<file path="src/rtl/alu_pkg.sv">
// Shared constants for the nibble-serial ALU controller and its 4-bit datapath.
package alu_pkg;

    localparam int unsigned NIBBLE_W = 4;

    localparam logic [1:0] OP_ADD = 2'b00;
    localparam logic [1:0] OP_SUB = 2'b01;
    localparam logic [1:0] OP_AND = 2'b10;
    localparam logic [1:0] OP_OR  = 2'b11;

    localparam logic [1:0] S_IDLE = 2'd0;
    localparam logic [1:0] S_RUN  = 2'd1;
    localparam logic [1:0] S_DONE = 2'd2;

    // Add and subtract propagate carry between nibbles; logic ops do not.
    function automatic logic is_arith(input logic [1:0] op);
        return (op == OP_ADD) || (op == OP_SUB);
    endfunction

endpackage

</file>
<file path="src/rtl/alu_4bit.sv">
// Combinational 4-bit ALU: add, subtract (a + ~b + cin), AND, OR.
module alu_4bit
    import alu_pkg::*;
(
    input  logic [NIBBLE_W-1:0] a,
    input  logic [NIBBLE_W-1:0] b,
    input  logic [1:0]          opcode,
    input  logic                cin,
    output logic [NIBBLE_W-1:0] result,
    output logic                cout
);

    logic [NIBBLE_W:0] sum;

    always_comb begin
        sum = '0;
        unique case (opcode)
            OP_ADD:  sum = {1'b0, a} + {1'b0, b} + {{NIBBLE_W{1'b0}}, cin};
            OP_SUB:  sum = {1'b0, a} + {1'b0, ~b} + {{NIBBLE_W{1'b0}}, cin};
            OP_AND:  sum = {1'b0, a & b};
            default: sum = {1'b0, a | b};
        endcase
        result = sum[NIBBLE_W-1:0];
        cout   = sum[NIBBLE_W];
    end

endmodule

</file>
<file path="src/rtl/alu_nibble_seq.sv">
// Word-wide add/sub/AND/OR built by sequencing one 4-bit ALU over the operand
// nibbles, LSB first, with the carry chained through a register.
module alu_nibble_seq
    import alu_pkg::*;
#(
    parameter int unsigned NIBBLES = 4
) (
    input  logic                          clk,
    input  logic                          rst,
    input  logic                          start,
    input  logic [NIBBLES*NIBBLE_W-1:0]   a,
    input  logic [NIBBLES*NIBBLE_W-1:0]   b,
    input  logic [1:0]                    opcode,
    output logic                          ready,
    output logic                          busy,
    output logic                          done,
    output logic [NIBBLES*NIBBLE_W-1:0]   result,
    output logic                          cout,
    output logic                          zero
);

    localparam int unsigned W  = NIBBLES * NIBBLE_W;
    localparam int unsigned KW = (NIBBLES > 1) ? $clog2(NIBBLES) : 1;

    logic [1:0]    state_q, state_d;
    logic [KW-1:0] k_q, k_d;
    logic [W-1:0]  a_q, a_d;
    logic [W-1:0]  b_q, b_d;
    logic [1:0]    op_q, op_d;
    logic          carry_q, carry_d;
    logic [W-1:0]  acc_q, acc_d;
    logic [W-1:0]  result_q, result_d;
    logic          cout_q, cout_d;
    logic          zero_q, zero_d;

    logic [NIBBLE_W-1:0] a_nib, b_nib, alu_res;
    logic                alu_cout;

    always_comb begin
        a_nib = '0;
        b_nib = '0;
        for (int i = 0; i < NIBBLES; i++) begin
            if (k_q == KW'(i)) begin
                a_nib = a_q[i*NIBBLE_W +: NIBBLE_W];
                b_nib = b_q[i*NIBBLE_W +: NIBBLE_W];
            end
        end
    end

    alu_4bit u_alu (
        .a      (a_nib),
        .b      (b_nib),
        .opcode (op_q),
        .cin    (carry_q),
        .result (alu_res),
        .cout   (alu_cout)
    );

    always_comb begin
        state_d  = state_q;
        k_d      = k_q;
        a_d      = a_q;
        b_d      = b_q;
        op_d     = op_q;
        carry_d  = carry_q;
        acc_d    = acc_q;
        result_d = result_q;
        cout_d   = cout_q;
        zero_d   = zero_q;

        unique case (state_q)
            S_IDLE: begin
                if (start) begin
                    state_d = S_RUN;
                    a_d     = a;
                    b_d     = b;
                    op_d    = opcode;
                    k_d     = '0;
                    carry_d = (opcode == OP_SUB);
                end
            end
            S_RUN: begin
                for (int i = 0; i < NIBBLES; i++) begin
                    if (k_q == KW'(i)) begin
                        acc_d[i*NIBBLE_W +: NIBBLE_W] = alu_res;
                    end
                end
                carry_d = is_arith(op_q) ? alu_cout : 1'b0;
                k_d     = k_q + KW'(1);
                // Outputs are loaded on the edge into DONE so they are visible alongside done.
                if (k_q == KW'(NIBBLES - 1)) begin
                    state_d  = S_DONE;
                    k_d      = '0;
                    result_d = acc_d;
                    cout_d   = carry_d;
                    zero_d   = (acc_d == '0);
                end
            end
            S_DONE: begin
                state_d = S_IDLE;
            end
            default: begin
                state_d = S_IDLE;
            end
        endcase
    end

    always_ff @(posedge clk) begin
        if (rst) begin
            state_q  <= S_IDLE;
            k_q      <= '0;
            a_q      <= '0;
            b_q      <= '0;
            op_q     <= OP_ADD;
            carry_q  <= 1'b0;
            acc_q    <= '0;
            result_q <= '0;
            cout_q   <= 1'b0;
            zero_q   <= 1'b0;
        end else begin
            state_q  <= state_d;
            k_q      <= k_d;
            a_q      <= a_d;
            b_q      <= b_d;
            op_q     <= op_d;
            carry_q  <= carry_d;
            acc_q    <= acc_d;
            result_q <= result_d;
            cout_q   <= cout_d;
            zero_q   <= zero_d;
        end
    end

    assign ready  = (state_q == S_IDLE);
    assign busy   = (state_q == S_RUN);
    assign done   = (state_q == S_DONE);
    assign result = result_q;
    assign cout   = cout_q;
    assign zero   = zero_q;

endmodule

</file>
<file path="config.mk">
export PLATFORM = sky130hd
export DESIGN_NAME = alu_nibble_seq
export DESIGN_NICKNAME = d
export VERILOG_FILES = /design/src/rtl/alu_pkg.sv /design/src/rtl/alu_4bit.sv /design/src/rtl/alu_nibble_seq.sv
export SDC_FILE = /design/constraint.sdc
export NUM_CORES = 1
export LEC_CHECK = 0
export ABC_AREA = 1
export ABC_CLOCK_PERIOD_IN_PS = 4300
export CAP_MARGIN = 20
export CORE_ASPECT_RATIO = 1.1
export CORE_MARGIN = 3
export CORE_UTILIZATION = 40
export DETAILED_ROUTE_END_ITERATION = 8
export DONT_BUFFER_PORTS = 1
export GPL_ROUTABILITY_DRIVEN = 0
export HOLD_SLACK_MARGIN = 0.12
export PLACE_DENSITY = 0.58
export SLEW_MARGIN = 20
export SYNTH_ARGS = -nofsm -noshare
export SYNTH_HDL_FRONTEND = slang
export SYNTH_SLANG_ARGS = --single-unit
</file>
<file path="constraint.sdc">
create_clock -name clk -period 4.3 [get_ports clk]
set_input_delay 0.43 -clock clk [delete_from_list [all_inputs] [get_ports clk]]
set_output_delay 0.43 -clock clk [all_outputs]
set_load 0.03 [all_outputs]
</file>
* Word level (Yosys, flattened, before mapping)
Index checks and enable logic that the tools add are counted.
W data, S select, Z words.
** Word-level totals
- Bits in registers :: 73
- Bits of input ports :: 37
- Logic and storage cells :: 64
** Cells by class
- Bitwise gates (word level) :: 3
- Reduce and logical (&&, ||, !) cells :: 10
- $add $sub $neg :: 5
- Multiplexer cells :: 26
- Equality and inequality tests :: 10
** Operators by type and width (number)
- $mux W4 :: 16
- $logic_not A16 Y1 :: 1
- $pmux W5 S3 :: 1
- $add A4 B4 Y5 :: 2
- $add A5 B1 Y5 :: 2
- $eq A2 B1 Y1 const B :: 4
- $eq A2 B2 Y1 const B :: 4
- $mux W2 :: 4
- $pmux W2 S2 :: 2
- $reduce_and A2 Y1 :: 4
- $logic_not A2 Y1 :: 3
- $and A4 B4 Y4 :: 1
- $not A4 Y4 :: 1
- $or A4 B4 Y4 :: 1
- $add A2 B1 Y2 const B :: 1
- $mux W1 :: 2
- $ne A2 B1 Y1 const B :: 1
- $ne A2 B2 Y1 const B :: 1
- $pmux W1 S2 :: 1
- $reduce_bool A2 Y1 :: 1
- $logic_or A1 B1 Y1 :: 1

* Depth between registers and ports, before layout
- Word-level depth :: 12
- Mapped depth :: 24
- Mapped depth without buffers :: 23

* Modules after synthesis
A second synthesis with hierarchy kept.
** Unflattened totals
- Cells, all modules :: 473
- Area total of the unflattened synthesis :: 3432.0 um^2
** Modules (own cells, without submodules)
- alu_nibble_seq :: area an instance 2947.8 um^2, cells an instance 400, sequential area each 1381.3 um^2, times used 1
- alu_4bit :: area an instance 484.2 um^2, cells an instance 73, sequential area each 0.0 um^2, times used 1

* Least setup slack after synthesis
No wires, ideal clock.
- Path kind :: reg-to-reg
- Start :: register k_q[0]
- End :: register zero_q, in the netlist zero
- Stages on the path, launching flop included :: 22
- Clock period less this slack :: 3227 ps
- Arrival time :: 3169 ps
- Library setup time :: 58 ps
- Setup slack :: 1073 ps
- Path through :: dfxtp_1 inv_1 ha_1 buf_2 buf_2 a21oi_1 a22oi_1 inv_1 fa_1 fa_1 inv_1 o21ai_1 nand3_1 nand2_1 nand2_1 nand2_1 nand3_1 nor2_1 nand2_1 nor2_1 nand2_1 nand2_1
** On the way
- Cells in the longest elaborated chain, start to end :: 12
- Elaborated cells between the ends (all ways) :: 30
- Classes of those cells :: add/sub: 4; eq/ne: 3; mux: 17; bitwise: 3; reduce/logical: 3
** RTL lines
- start: declaration :: line alu_nibble_seq.sv:26 : logic [KW-1:0] k_q, k_d;
- start signal: assignment :: line alu_nibble_seq.sv:122 : k_q <= k_d;
- $logic_not A2 Y1 :: line alu_nibble_seq.sv:43, alu_nibble_seq.sv:84
- $mux W4 (4 in a row) :: line alu_nibble_seq.sv:43 : if (k_q == KW'(i)) begin
- $not A4 Y4 :: line alu_4bit.sv:19 : OP_SUB: sum = {1'b0, a} + {1'b0, ~b} + {{NIBBLE_W{1'b0}}, cin};
- $add A4 B4 Y5 :: line alu_4bit.sv:19
- $add A5 B1 Y5 :: line alu_4bit.sv:19
- $pmux W5 S3 :: line alu_4bit.sv:17 : unique case (opcode)
- $mux W4 :: line alu_nibble_seq.sv:84 : if (k_q == KW'(i)) begin
- $mux W4 :: line alu_nibble_seq.sv:71 : unique case (state_q)
- $logic_not A16 Y1 :: line alu_nibble_seq.sv:96 : zero_d = (acc_d == '0);
- end signal: assignment :: line alu_nibble_seq.sv:130 : zero_q <= zero_d;
- end: declaration :: line alu_nibble_seq.sv:34 : logic zero_q, zero_d;
Several ways; a longest one is shown, not always the timed one. The select of a mux whose other input is x is not followed.
A chain may end at the register's enable or synchronous reset.

* Worst setup path in the final report
- Start :: register k_q[1]
- End :: register zero_q, in the netlist zero
Same word-level chain as after synthesis.

==> impl_metrics.py <==
metrics = {
    "worst_setup_path": {
        "rr_startpoint": "k_q[1]",
        "setup.worst_path.end": "zero",
        "worst_setup_path_startpoint": "k_q[1]",
        "r2r.worst_path.cells": 21,
        "reg2reg_setup_slack_ns": 0.61,
        "critPathRequiredTime_ns": 4.62,
        "worst_path_largest_cell_delay_ns": 0.49,
        "r2r_end": "zero",
        "worst_ep_arrival_time_ns": 4.01,
        "timing.setup.critical_path_class": "reg2reg",
        "critical_path.startpoint_type": "register",
        "worst-path-max-fanout": 13,
        "timing.critical_path.mode_cell": "nand2_1",
        "crit_chain": "inv_1 -> ha_1 -> inv_1 -> nand3_1 -> nand2_1 -> a22oi_1 -> inv_1 -> fa_1 -> fa_1 -> inv_1 -> o21ai_1 -> nand3_1 -> nand2_1 -> nand2_1 -> nand2_1 -> nand3_1 -> nor2_1 -> nand2_1 -> nor2_1 -> nand2_1 -> nand2_1",
        "critPathCaptureType": "register",
        "critical_path.slowest_cell": "fa_1",
    },
    "synthesis": {
        "synthesis.nets": 570,
        "synth.yosys.warnings": 0,
        "synth_edf_count": 0,
        "syn_area_per_cell_um2": 7.15,
        "number_of_standard_cells_after_synthesis": 514,
        "synth_sequential_area_ratio": 0.398,
        "postSynth.topFlopCell": "dfxtp_1",
        "synth_area_um2": 3680,
        "synthDistinctLibCells": 34,
        "postSynthRegisterBits": 73,
        "synth_async_sr_flop_share": 0,
    },
    "placed_design": {
        "detailedPlacementHpwl_um": 6640,
        "buffer_ports.inserted": 0,
        "dp_cells": 608,
        "dpl-instance-area_um2": 3730,
    },
    "global_routing": {
        "grt.met2_usage": 0.283,
        "wire_length_of_the_first_global_routing_pass_um": 15100,
        "vias_in_the_first_global_route": 3021,
        "grt_busiest_layer": "met2",
        "maximum_number_of_pins_on_one_net_before_global_route_repair": 45,
        "globalRouteMet1Util": 0.236,
        "grt.overflow.total": 0,
        "global_route.usage.met3": 0.0486,
        "groute.usage.overall": 0.180,
        "antenna_found_initial": 0,
    },
    "finish": {
        "antenna_cells_inserted": 0,
        "layout_commonest_cell": "nand2_1",
        "stdcell_area_um2": 3970,
        "area_delta_synth_final_pct": 8.00,
        "share_of_post_route_cells_with_drive_strength_above_1": 0.0998,
        "final_nets": 562,
        "final_cell_count_without_fillers": 625,
        "layout_common_cells": "nand2_1, dfxtp_1, nor2_1",
    },
    "clock_tree": {
        "clk_pin_slew_worst_paths_ns": 0.09,
        "post_cts_resize_count": 0,
        "cts.sinks": 73,
        "worstSkewPairLatency_ns": 0.37,
        "cts.repair_timing.setup_buffer_count": 0,
        "cts_max_level": 3,
        "cts_made_buffers": 9,
        "root_buffer_master": "clkbuf_8",
        "ctsLongestPathBuffers": 2,
        "cts_tree": "done",
    },
    "sta": {
        "rsz_0062_raised_after_global_routing": "false",
        "worst_slew_pin_slew_ns": 0.800,
        "final-setup-viol-count": 0,
        "slew-limit-headroom": 0.465,
        "post-route-period-util": 0.859,
        "timing.clock.skew_ns": 0.0161,
        "slew_viol_final": 0,
        "clock.fmax_mhz": 271,
        "hold_viol_final": 0,
        "timing.final.crit_period_ns": 3.69,
        "setup_total_negative_slack_ns": 0,
    },
    "drt": {
        "drt_iter0_drc": 153,
        "wire_per_inst_um": 14.3,
        "ant_nets": 0,
        "drt-total-wl_um": 8910,
        "via_per_inst": 5.07,
        "drc": 0,
        "drt_pre_antenna_iters": 5,
        "dr_total_vias": 3167,
    },
    "floorplan": {
        "pin_count": 58,
        "fp.dieH_um": 107,
        "die_w_um": 97.4,
        "dieArea_um2": 10400,
        "floorplan.core_area_um2": 8920,
        "start_util": 0.412,
        "placement_rows": 36,
    },
    "power_and_ir_drop": {
        "report.power.total_w": 0.00175,
        "p_leak_nw": 1.82,
        "power_density_nw_per_um2": 440,
        "irDropWorstVdd_mv": 0.184,
    },
    "outcome": {
        "outcome": "finished clean",
    },
    "job": {
        "max_cap_viols": 0,
    },
    "hold_path": {
        "hold_class": "in2reg",
    },
}
-- per-layer routing --
layer | routed length, um | vias to the layer above | share of wire
met5 | 0 | - | 0
met4 | 173 | 0 | 0.019
met3 | 514 | 17 | 0.058
met2 | 3940 | 103 | 0.44
met1 | 4290 | 1411 | 0.48
li1 | - | 1636 | -
-- repair_timing --
action / CTS / global route
endpoints found under the hold margin: 0 / 1
hold buffers: 0 / 1
setup endpoints to repair: 0 / 0
-- Yosys cell counts (2+ instances only) --
| library cell | count | area (um2) |
|---|---|---|
| clkbuf_1 | 13 | 48.8 |
| o21a_1 | 2 | 15.0 |
| nand2_1 | 98 | 368 |
| nor2_2 | 4 | 25.0 |
| nand3_1 | 32 | 160 |
| nand2_2 | 6 | 37.5 |
| or2_2 | 6 | 37.5 |
| nand3_2 | 2 | 20.0 |
| buf_2 | 8 | 40.0 |
| buf_6 | 2 | 22.5 |
| nor2_1 | 67 | 251 |
| o21ai_0 | 48 | 240 |
| inv_2 | 6 | 22.5 |
| ha_1 | 15 | 188 |
| nand4_1 | 2 | 12.5 |
| nor2_4 | 2 | 22.5 |
| dfxtp_1 | 73 | 1460 |
| inv_4 | 2 | 12.5 |
| a22oi_1 | 7 | 52.6 |
| fa_1 | 4 | 80.1 |
| o21ai_1 | 11 | 55.1 |
| inv_1 | 52 | 195 |
| o211ai_1 | 10 | 75.1 |
| a21oi_1 | 32 | 160 |
-- logic make-up (layout without fill, tap and decap cells) --
group / after synthesis / count (layout) / share of synthesized area
fa+ha+maj: 19 / 19 / 0.0728
compound gates: 117 / 117 / 0.178
simple gates: 220 / 220 / 0.256
buf+inv: 85 / 82 / 0.0953
flops: 73 / 73 / 0.398
-- metrics by stage --
step                      setup slack [ns]  hold slack, ns  utilization
after floorplan                       1.07           0.422            -
after global placement               0.732           0.444        0.419
after detailed placement             0.603           0.446        0.419
after CTS                            0.605           0.120        0.444
after global routing                 0.172           0.127        0.445
final                                0.607           0.138        0.445
-- report_power, final --
group          internal, W  switching (W)  leakage [nW]  total, W
Clock             0.000334       0.000294         0.116  0.000628
Combinational     0.000122       0.000254          1.10  0.000376
Sequential        0.000717      0.0000262         0.599  0.000743
-- sequential cells by signal, summed over array words and instances, names as in the netlist --
register / cells
carry_q: 1
state_q: 2
cout: 1
a_q: 16
result: 16
b_q: 16
k_q: 2
acc_q: 16
op_q: 2
zero: 1
-- worst min-delay path by stage --
stage,startpoint,to,slack [ns],depth (start not counted)
after floorplan,acc_q[14],acc_q[14],0.42,2
after global placement,acc_q[14],acc_q[14],0.44,2
after detailed placement,acc_q[14],acc_q[14],0.45,2
after CTS,rst,carry_q,0.12,1
after global routing,rst,k_q[1],0.13,1
final,rst,k_q[1],0.14,1
-- layout make-up --
| cell class | count | area (um2) |
|---|---|---|
| Fill cell | 935 | 4950 |
| Timing Repair Buffer | 5 | 40.0 |
| Sequential cell | 73 | 1460 |
| Clock inverter | 7 | 103 |
| Clock buffer | 9 | 124 |
| Tap cell | 114 | 143 |
| Multi-Input combinational cell | 356 | 1860 |
| Inverter | 61 | 235 |
-- worst max-delay path: cells and delay by family (launching register included) --
kind	cells	cell delay (ns)
flops	1	0.34
simple gates	12	0.98
buf+inv	4	0.58
compound gates	2	0.38
fa+ha+maj	3	1.35
(Power assumes the default switching activity.)
